$ cat config.mk
export PLATFORM = sky130hd
export DESIGN_NAME = hazard_scoreboard
export DESIGN_NICKNAME = d
export VERILOG_FILES = /design/src/rtl/hazard_scoreboard.sv
export SDC_FILE = /design/constraint.sdc
export NUM_CORES = 1
export LEC_CHECK = 0
export CELL_PAD_IN_SITES_DETAIL_PLACEMENT = 1
export CELL_PAD_IN_SITES_GLOBAL_PLACEMENT = 1
export CORE_MARGIN = 1.5
export CORE_UTILIZATION = 28
export DETAILED_ROUTE_END_ITERATION = 8
export GPL_TIMING_DRIVEN = 1
export PLACE_DENSITY = 0.77
export SYNTH_ARGS = -nofsm -noshare
export SYNTH_HDL_FRONTEND = slang
export SYNTH_SLANG_ARGS = --single-unit
$ cat constraint.sdc
create_clock -name clk -period 1.8 [get_ports clk]
set_input_delay 0.27 -clock clk [delete_from_list [all_inputs] [get_ports clk]]
set_output_delay 0.27 -clock clk [all_outputs]
set_load 0.02 [all_outputs]
$ cat src/rtl/hazard_scoreboard.sv
// ============================================================================
// Module      : hazard_scoreboard
// Description : Pipeline hazard scoreboard. Tracks the destination register of
//               every instruction issued past ID for STAGES cycles. It raises a
//               load-use / HI-LO interlock stall and selects the youngest
//               forwarding source for each ID operand.
// Revision    : 1.0 - initial release
// ----------------------------------------------------------------------------
// Parameters
//   STAGES   tracked in-flight stages after ID (1..7), entry 1 = youngest
//   AW       register address width
//   MW       multi-cycle-unit latency field width
//   FW       derived forwarding-select width, clog2(STAGES+1)
// Ports
//   clk            in   clock, rising edge
//   rst_n          in   asynchronous active-low reset
//   id_valid       in   ID holds a real instruction
//   id_rs/id_rt    in   source register addresses
//   id_rs_used/_rt in   source is actually read
//   id_wen         in   ID writes the register file
//   id_lw          in   ID is a load
//   id_waddr       in   ID destination register
//   id_hilo        in   ID reads HI/LO
//   id_mdu_start   in   ID launches a mult/div
//   id_mdu_cycles  in   mult/div latency in cycles
//   flush          in   kill all tracked in-flight instructions
//   stall          out  hold PC and IF/ID, insert a bubble (combinational)
//   fwd_a/fwd_b    out  0 = register file, k = forward from tracked stage k
//   mdu_busy       out  multi-cycle unit busy
//   stall_cnt      out  accumulated stall cycles
// Configuration
//   HAZARD_PERF_EN  defined: stall_cnt counts stall cycles, saturating.
//                   undefined: stall_cnt is tied to zero, no counter flops.
// ============================================================================
`default_nettype none

module hazard_scoreboard #(
   parameter int STAGES = 3,
   parameter int AW     = 5,
   parameter int MW     = 6,
   localparam int FW    = $clog2(STAGES + 1)
) (
   input  logic          clk,
   input  logic          rst_n,
   input  logic          id_valid,
   input  logic [AW-1:0] id_rs,
   input  logic [AW-1:0] id_rt,
   input  logic          id_rs_used,
   input  logic          id_rt_used,
   input  logic          id_wen,
   input  logic          id_lw,
   input  logic [AW-1:0] id_waddr,
   input  logic          id_hilo,
   input  logic          id_mdu_start,
   input  logic [MW-1:0] id_mdu_cycles,
   input  logic          flush,
   output logic          stall,
   output logic [FW-1:0] fwd_a,
   output logic [FW-1:0] fwd_b,
   output logic          mdu_busy,
   output logic [31:0]   stall_cnt
);

   localparam logic [31:0] c_cnt_max = 32'hFFFF_FFFF;

   // ------------------------------------------------------------------------
   // Scoreboard storage. Bit/element 0 holds entry 1 (the youngest).
   // ------------------------------------------------------------------------
   logic [STAGES-1:0] r_valid;
   logic [STAGES-1:0] r_lw;
   logic [AW-1:0]     r_waddr [STAGES];
   logic [MW-1:0]     r_mdu_cnt;

   logic [STAGES-1:0] w_match_a;
   logic [STAGES-1:0] w_match_b;
   logic              w_load_use;
   logic              w_mdu_busy;
   logic              w_stall;
   logic              w_issue;
   logic [FW-1:0]     w_fwd_a;
   logic [FW-1:0]     w_fwd_b;

   // ------------------------------------------------------------------------
   // Per-entry source matching. Register 0 is hard-wired and never matches.
   // ------------------------------------------------------------------------
   generate
      for (genvar g = 0; g < STAGES; g++) begin : g_match
         assign w_match_a[g] = id_rs_used && (id_rs != '0) && r_valid[g] &&
                               (r_waddr[g] == id_rs);
         assign w_match_b[g] = id_rt_used && (id_rt != '0) && r_valid[g] &&
                               (r_waddr[g] == id_rt);
      end
   endgenerate

   assign w_load_use = |((w_match_a | w_match_b) & r_lw);
   assign w_mdu_busy = (r_mdu_cnt != '0);

   // A load result is only usable after it leaves the tracked window, so any
   // match against a load stalls; HI/LO readers and new mult/div launches
   // wait for the multi-cycle unit to drain.
   assign w_stall = id_valid &&
                    (w_load_use || ((id_hilo || id_mdu_start) && w_mdu_busy));

   // A stalled instruction enters the pipeline as a bubble.
   assign w_issue = id_valid && id_wen && !w_stall;

   // ------------------------------------------------------------------------
   // Forwarding select: scan oldest to youngest so the youngest match wins.
   // ------------------------------------------------------------------------
   always_comb begin
      w_fwd_a = '0;
      w_fwd_b = '0;
      if (!w_stall) begin
         for (int k = STAGES - 1; k >= 0; k--) begin
            if (w_match_a[k]) begin
               w_fwd_a = FW'(k + 1);
            end
            if (w_match_b[k]) begin
               w_fwd_b = FW'(k + 1);
            end
         end
      end
   end

   // ------------------------------------------------------------------------
   // Valid bits: shift toward the oldest entry; flush wipes every entry,
   // including the one that would have been issued on this edge.
   // ------------------------------------------------------------------------
   always_ff @(posedge clk or negedge rst_n) begin
      if (!rst_n) begin
         r_valid <= '0;
      end else if (flush) begin
         r_valid <= '0;
      end else begin
         for (int k = 1; k < STAGES; k++) begin
            r_valid[k] <= r_valid[k-1];
         end
         r_valid[0] <= w_issue;
      end
   end

   // Address and load tag travel with the valid bit; they are meaningless
   // while the matching valid bit is low, so they shift unconditionally.
   always_ff @(posedge clk or negedge rst_n) begin
      if (!rst_n) begin
         r_lw <= '0;
         for (int k = 0; k < STAGES; k++) begin
            r_waddr[k] <= '0;
         end
      end else begin
         for (int k = 1; k < STAGES; k++) begin
            r_lw[k]    <= r_lw[k-1];
            r_waddr[k] <= r_waddr[k-1];
         end
         r_lw[0]    <= id_lw;
         r_waddr[0] <= id_waddr;
      end
   end

   // ------------------------------------------------------------------------
   // Multi-cycle unit countdown. Launch is blocked by stall, so a new
   // mult/div can never overwrite a running one.
   // ------------------------------------------------------------------------
   always_ff @(posedge clk or negedge rst_n) begin
      if (!rst_n) begin
         r_mdu_cnt <= '0;
      end else if (flush) begin
         r_mdu_cnt <= '0;
      end else if (id_valid && id_mdu_start && !w_stall) begin
         r_mdu_cnt <= id_mdu_cycles;
      end else if (w_mdu_busy) begin
         r_mdu_cnt <= r_mdu_cnt - MW'(1);
      end
   end

   // ------------------------------------------------------------------------
   // Stall-cycle performance counter
   // ------------------------------------------------------------------------
`ifdef HAZARD_PERF_EN
   logic [31:0] r_stall_cnt;

   always_ff @(posedge clk or negedge rst_n) begin
      if (!rst_n) begin
         r_stall_cnt <= '0;
      end else if (w_stall && (r_stall_cnt != c_cnt_max)) begin
         r_stall_cnt <= r_stall_cnt + 32'd1;
      end
   end

   assign stall_cnt = r_stall_cnt;
`else
   assign stall_cnt = c_cnt_max & 32'd0;
`endif

   assign stall    = w_stall;
   assign fwd_a    = w_fwd_a;
   assign fwd_b    = w_fwd_b;
   assign mdu_busy = w_mdu_busy;

endmodule

`default_nettype wire

=== Word level (Yosys, flattened, before mapping) ===
Cells that the tools add are included.

* Flip-flop bits (word level): 27
* Logic and storage cells: 55
* Input bits: 31

* Muxes and demuxes: 12
* Bitwise gates (word level): 2
* Add/sub/neg operators: 1
* Reductions and logical operators: 28
* Equality and inequality tests: 6

{| class="wikitable"
|+ Operators with widths
! operator !! count
|-
| 5-bit == test || 6
|-
| 1-bit logical AND || 20
|-
| 6-bit two-way mux || 3
|-
| 2-bit two-way mux || 8
|-
| 5-bit nonzero test || 2
|-
| 6-bit nonzero test || 1
|-
| 6-bit by 1-bit subtractor with 6-bit output (second input constant) || 1
|-
| 3-bit bitwise AND || 1
|-
| 3-bit two-way mux || 1
|-
| 3-bit bitwise OR || 1
|-
| 3-bit nonzero test || 1
|-
| 3-bit OR reduction || 1
|-
| 1-bit logical OR || 2
|-
| 1-bit zero test || 1
|}

=== Logic depth before layout (Yosys ltp) ===
* Depth in word-level cells: 13
* Mapped depth: 8

=== Least setup slack after synthesis ===
No wires, ideal clock.

* Kind: register to output
* Start point: register r_mdu_cnt[0]
* End point: output fwd_a[1]
* Slack: -794 ps
* Data arrival time: 2324 ps
* Buffers on the path: 0
* Stages on the path, launching flop included: 9
* Cell sequence: dfrtp_1 > inv_1 > ha_1 > nand2_1 > nor3_1 > inv_1 > o21ai_0 > a41oi_1 > nor3_1

* Longest elaborated chain between the ends: 5

{| class="wikitable"
|+ RTL lines
! item !! line !! RTL
|-
| start, declared || 72 || <nowiki>logic [MW-1:0] r_mdu_cnt;</nowiki>
|-
| start signal, assigned || 170 || <nowiki>r_mdu_cnt <= id_mdu_cycles;</nowiki>
|-
| start signal, assigned || 172 || <nowiki>r_mdu_cnt <= r_mdu_cnt - MW'(1);</nowiki>
|-
| 6-bit nonzero test || 96 || <nowiki>assign w_mdu_busy = (r_mdu_cnt != '0);</nowiki>
|-
| named net mdu_busy || 60 || <nowiki>output logic mdu_busy,</nowiki>
|-
| 1-bit logical AND || 102 || <nowiki>(w_load_use || ((id_hilo || id_mdu_start) && w_mdu_busy));</nowiki>
|-
| 1-bit logical OR || 102 ||
|-
| 1-bit logical AND || 101 || <nowiki>assign w_stall = id_valid &&</nowiki>
|-
| named net stall || 57 || <nowiki>output logic stall,</nowiki>
|-
| 2-bit two-way mux || 113 || <nowiki>if (!w_stall) begin</nowiki>
|-
| end, declared || 58 || <nowiki>output logic [FW-1:0] fwd_a,</nowiki>
|}

The timed path passes the listed nets, and every way through them passes these cells.

=== Worst setup path in the final report ===
* Start point: register r_waddr[7] (netlist bit)
* End point: output stall

* Longest elaborated chain between the ends: 7
* Elaborated cells between the ends (all ways): 9
* Classes of those cells: eq/ne: 2; bitwise: 2; reduce/logical: 5

{| class="wikitable"
|+ RTL lines
! item !! line !! RTL
|-
| start, declared || 71 || <nowiki>logic [AW-1:0] r_waddr [STAGES];</nowiki>
|-
| start signal, assigned by index || 153 || <nowiki>r_waddr[k] <= r_waddr[k-1];</nowiki>
|-
| 5-bit == test, on equally long branches || 89, 91 ||
|-
| 1-bit logical AND, on equally long branches || 88, 90 ||
|-
| 3-bit bitwise OR (*) || 95 || <nowiki>assign w_load_use = |((w_match_a | w_match_b) & r_lw);</nowiki>
|-
| 3-bit bitwise AND (*) || 95 ||
|-
| 3-bit OR reduction (*) || 95 ||
|-
| 1-bit logical OR (*) || 102 ||
|-
| 1-bit logical AND (*) || 101 ||
|-
| end, declared || 57 ||
|}

Every way passes the cells marked *; elsewhere a longest branch is shown, timed or not.

==> flow_metrics.env <==
export IMPL_max_freq_mhz=411
export IMPL_fillers=630
export IMPL_initialDrtViolationCount=71
export IMPL_critical_path_endpoint_type="primary output"
export IMPL_design_core_area_um2=5570
export IMPL_fin_crit_sh_pct=135
export IMPL_final_period_minus_worst_setup_slack_ns=2.43
export IMPL_antenna_violations_before_repair=0
export IMPL_syn_inst=165
export IMPL_worst_r2r_startpoint="r_waddr[7]$_DFF_PN0_"
export IMPL_cts_inserted_buffers=3
export IMPL_grt_start_max_net_pins=28
export IMPL_die_width_um=79.6
export IMPL_ys_async_sr_fraction_pct=100
export IMPL_synthDominantCellAreaShare_pct=41.1
export IMPL_netlist_top_cells_count="32 x sky130_fd_sc_hd__buf_4, 32 x sky130_fd_sc_hd__xnor2_1, 27 x sky130_fd_sc_hd__dfrtp_1"
export IMPL_critical_path_class="reg2out"
export IMPL_gr_total_overflow=0
export IMPL_place_inst=303
export IMPL_yosys_area_top_type="sky130_fd_sc_hd__dfrtp_1"
export IMPL_cts_path_max_buffers=2
export IMPL_failed_checks="setup timing"
export IMPL_area_growth_synth_to_final_pct=65.4
export IMPL_synth_seq_cells=27
export IMPL_total_leakage_power_nw=1.23
export IMPL_antenna_cells=0
export IMPL_finalWeightedCongestion=0.826
export IMPL_drv_slew=0
export IMPL_ctsRootBufferMaster="sky130_fd_sc_hd__clkbuf_8"
export IMPL_max_cap_viol_count=0
export IMPL_synth_edff_count=0
export IMPL_antenna_left=0
export IMPL_floorplan_initialDensity_pct=29.5
export IMPL_cts_htree_levels=1
export IMPL_design_portCount=69
export IMPL_timing_critical_path_from_type="register"
export IMPL_dpl_worst_slack_ns=-1.34
export IMPL_track_usage_pct=17.3
export IMPL_post_route_drc_count=0
export IMPL_crit_path_start="r_waddr[7]$_DFF_PN0_"
export IMPL_worstPathMaxFanout=4
export IMPL_clock_sink_count=27
export IMPL_cts_hold_repair_buffers=0
export IMPL_io_buffer_count=36
export IMPL_number_of_setup_violations_in_the_final_report=12
export IMPL_max_vdd_ir_drop_mv=0.449
export IMPL_layout_cell_share_with_drive_strength_beyond_1_pct=45.0
export IMPL_status="complete, but fails checks"
export IMPL_clk_latency_ns=0.29
export IMPL_detail_route_first_pass_iterations=4
export IMPL_die_height_um=79.6
export IMPL_synth_lib_cells_used_distinct=30
export IMPL_detail_route_vias_per_cell=4.54
export IMPL_finClkSkew_ns=0.00357
export IMPL_timing_hold_violations_final=0
export IMPL_cts_clk_slew_worst_paths_ns=0.11
export IMPL_synth_area_um2=1640
export IMPL_cp_data_arrival_time_ns=2.16
export IMPL_final_cell_count_no_fill=323
export IMPL_wp_data_required_ns=1.53
export IMPL_grt_pass1_wl_um=8200
export IMPL_timing_hold_worst_class="in2async"
export IMPL_synth_sequential_area_ratio_pct=41.1
export IMPL_post_route_worst_setup_slack_ns=-0.631
export IMPL_ys_top_cells_by_area="sky130_fd_sc_hd__dfrtp_1 41%, sky130_fd_sc_hd__xnor2_1 17%, sky130_fd_sc_hd__buf_4 15%"
export IMPL_rsz_0062_raised_after_global_routing="yes"
export IMPL_hpwlAfterDp_um=3560
export IMPL_synth_ff_type="sky130_fd_sc_hd__dfrtp_1"
export IMPL_power_per_cell_area_nw_per_um2=904
export IMPL_vias=1466
export IMPL_die_area_um2=6340
export IMPL_rows=27
export IMPL_vias_in_the_first_global_route=1557
export IMPL_tritoncts="done"
export IMPL_synth_yosys_warnings=0
export IMPL_wl_per_cell_um=18.8
export IMPL_final_net_count=284
export IMPL_syn_mean_instance_area_um2=9.96
export IMPL_wirelength_um=6090
-- critical path, cell delays in order, from the launching register on --
cell                      delay [ns]
sky130_fd_sc_hd__dfrtp_1        0.46
sky130_fd_sc_hd__xnor2_1        0.26
sky130_fd_sc_hd__nand4_1        0.21
sky130_fd_sc_hd__nor3_4         0.27
sky130_fd_sc_hd__o21ai_2        0.12
sky130_fd_sc_hd__a41oi_4        0.22
sky130_fd_sc_hd__buf_12         0.16
sky130_fd_sc_hd__buf_6          0.09
sky130_fd_sc_hd__buf_6          0.10
-- where the power goes --
| group | total [mW] | switching (mW) | internal, mW |
|---|---|---|---|
| clock network | 0.381 | 0.223 | 0.158 |
| registers | 0.751 | 0.0733 | 0.678 |
| logic | 1.33 | 0.637 | 0.690 |
| total | 2.46 | 0.933 | 1.53 |
-- registers in the layout, indices dropped and copies added (netlist names) --
| name | flops |
|---|---|
| r_lw | 3 |
| r_waddr | 15 |
| r_valid | 3 |
| r_mdu_cnt | 6 |
-- timing repair --
| action | in CTS | in global routing |
|---|---|---|
| resized for setup | 91 | 25 |
| buffers inserted | 12 | 10 |
| pin swaps | 26 | 24 |
| setup endpoints to repair | 13 | 13 |
-- metal layers --
| layer | GRT usage, % | share of wire, % | wire length, um | vias to the layer above |
|---|---|---|---|---|
| met5 | 0 | 0 | 0 | - |
| met1 | 21.7 | 42 | 2550 | 739 |
| met2 | 30.8 | 52 | 3180 | 54 |
| met4 | 5.44 | 1.9 | 118 | 0 |
| li1 | - | - | - | 663 |
| met3 | 1.83 | 3.8 | 230 | 10 |
-- per-stage QoR --
step           util (%)  hold slack [ns]  area [um^2]  setup TNS [ns]  power [mW]
6_report           48.8            0.364         2720           -5.40        2.46
5_1_grt            48.8            0.396         2720           -6.16        2.58
4_1_cts            45.4            0.364         2530           -4.01        2.27
3_5_place_dp       41.6            0.402         2320          -11.57        1.73
3_3_place_gp       41.6            0.402         2320          -10.95        1.69
2_1_floorplan         -          -0.0256         1880           -1.65        1.31
-- placed cells by master (no fill, tap or decap), drive strengths merged, types with 6 or more instances in the layout --
| master | count |
|---|---|
| nor2 | 8 |
| buf | 61 |
| clkdlybuf4s50 | 20 |
| nor3 | 11 |
| xnor2 | 32 |
| conb | 32 |
| nand4 | 7 |
| dfrtp | 27 |
| nand2 | 11 |
| o21ai | 6 |
| inv | 6 |
-- path summary, 6_finish.rpt --
check                      slack [ns]                        to  depth (start not counted)
min reg2reg                      0.44         r_lw[2]$_DFF_PN0_                          0
max reg2reg                     -0.42  r_mdu_cnt[5]$_DFFE_PN0P_                          8
max in group asynchronous        1.14      r_waddr[4]$_DFF_PN0_                          2
min                              0.36     r_waddr[14]$_DFF_PN0_                          2
min in group clk                 0.40     r_waddr[13]$_DFF_PN0_                          1
max                             -0.63                     stall                          8
-- logic make-up (layout without fill, tap and decap cells) --
logic type	count (synthesis)	after routing	share of synthesized area, %
fa+ha+maj	1	1	0.761
flops	27	27	41.1
simple gates	46	46	14.3
other cells	1	32	0.228
xor+xnor	34	34	18.1
mux	2	2	1.52
buf+inv	39	94	16.7
compound gates	15	15	7.31
-- final cells by class --
cell class / count / area, um^2 / area share, %
Multi-Input combinational cell: 130 / 1120 / 41.4
Timing Repair Buffer: 84 / 753 / 27.7
Sequential cell: 27 / 681 / 25.0
Tap cell: 72 / 90.1 / 3.31
Clock buffer: 3 / 41.3 / 1.52
Inverter: 6 / 22.5 / 0.828
Clock inverter: 1 / 7.51 / 0.276
(Power assumes the default switching activity.)
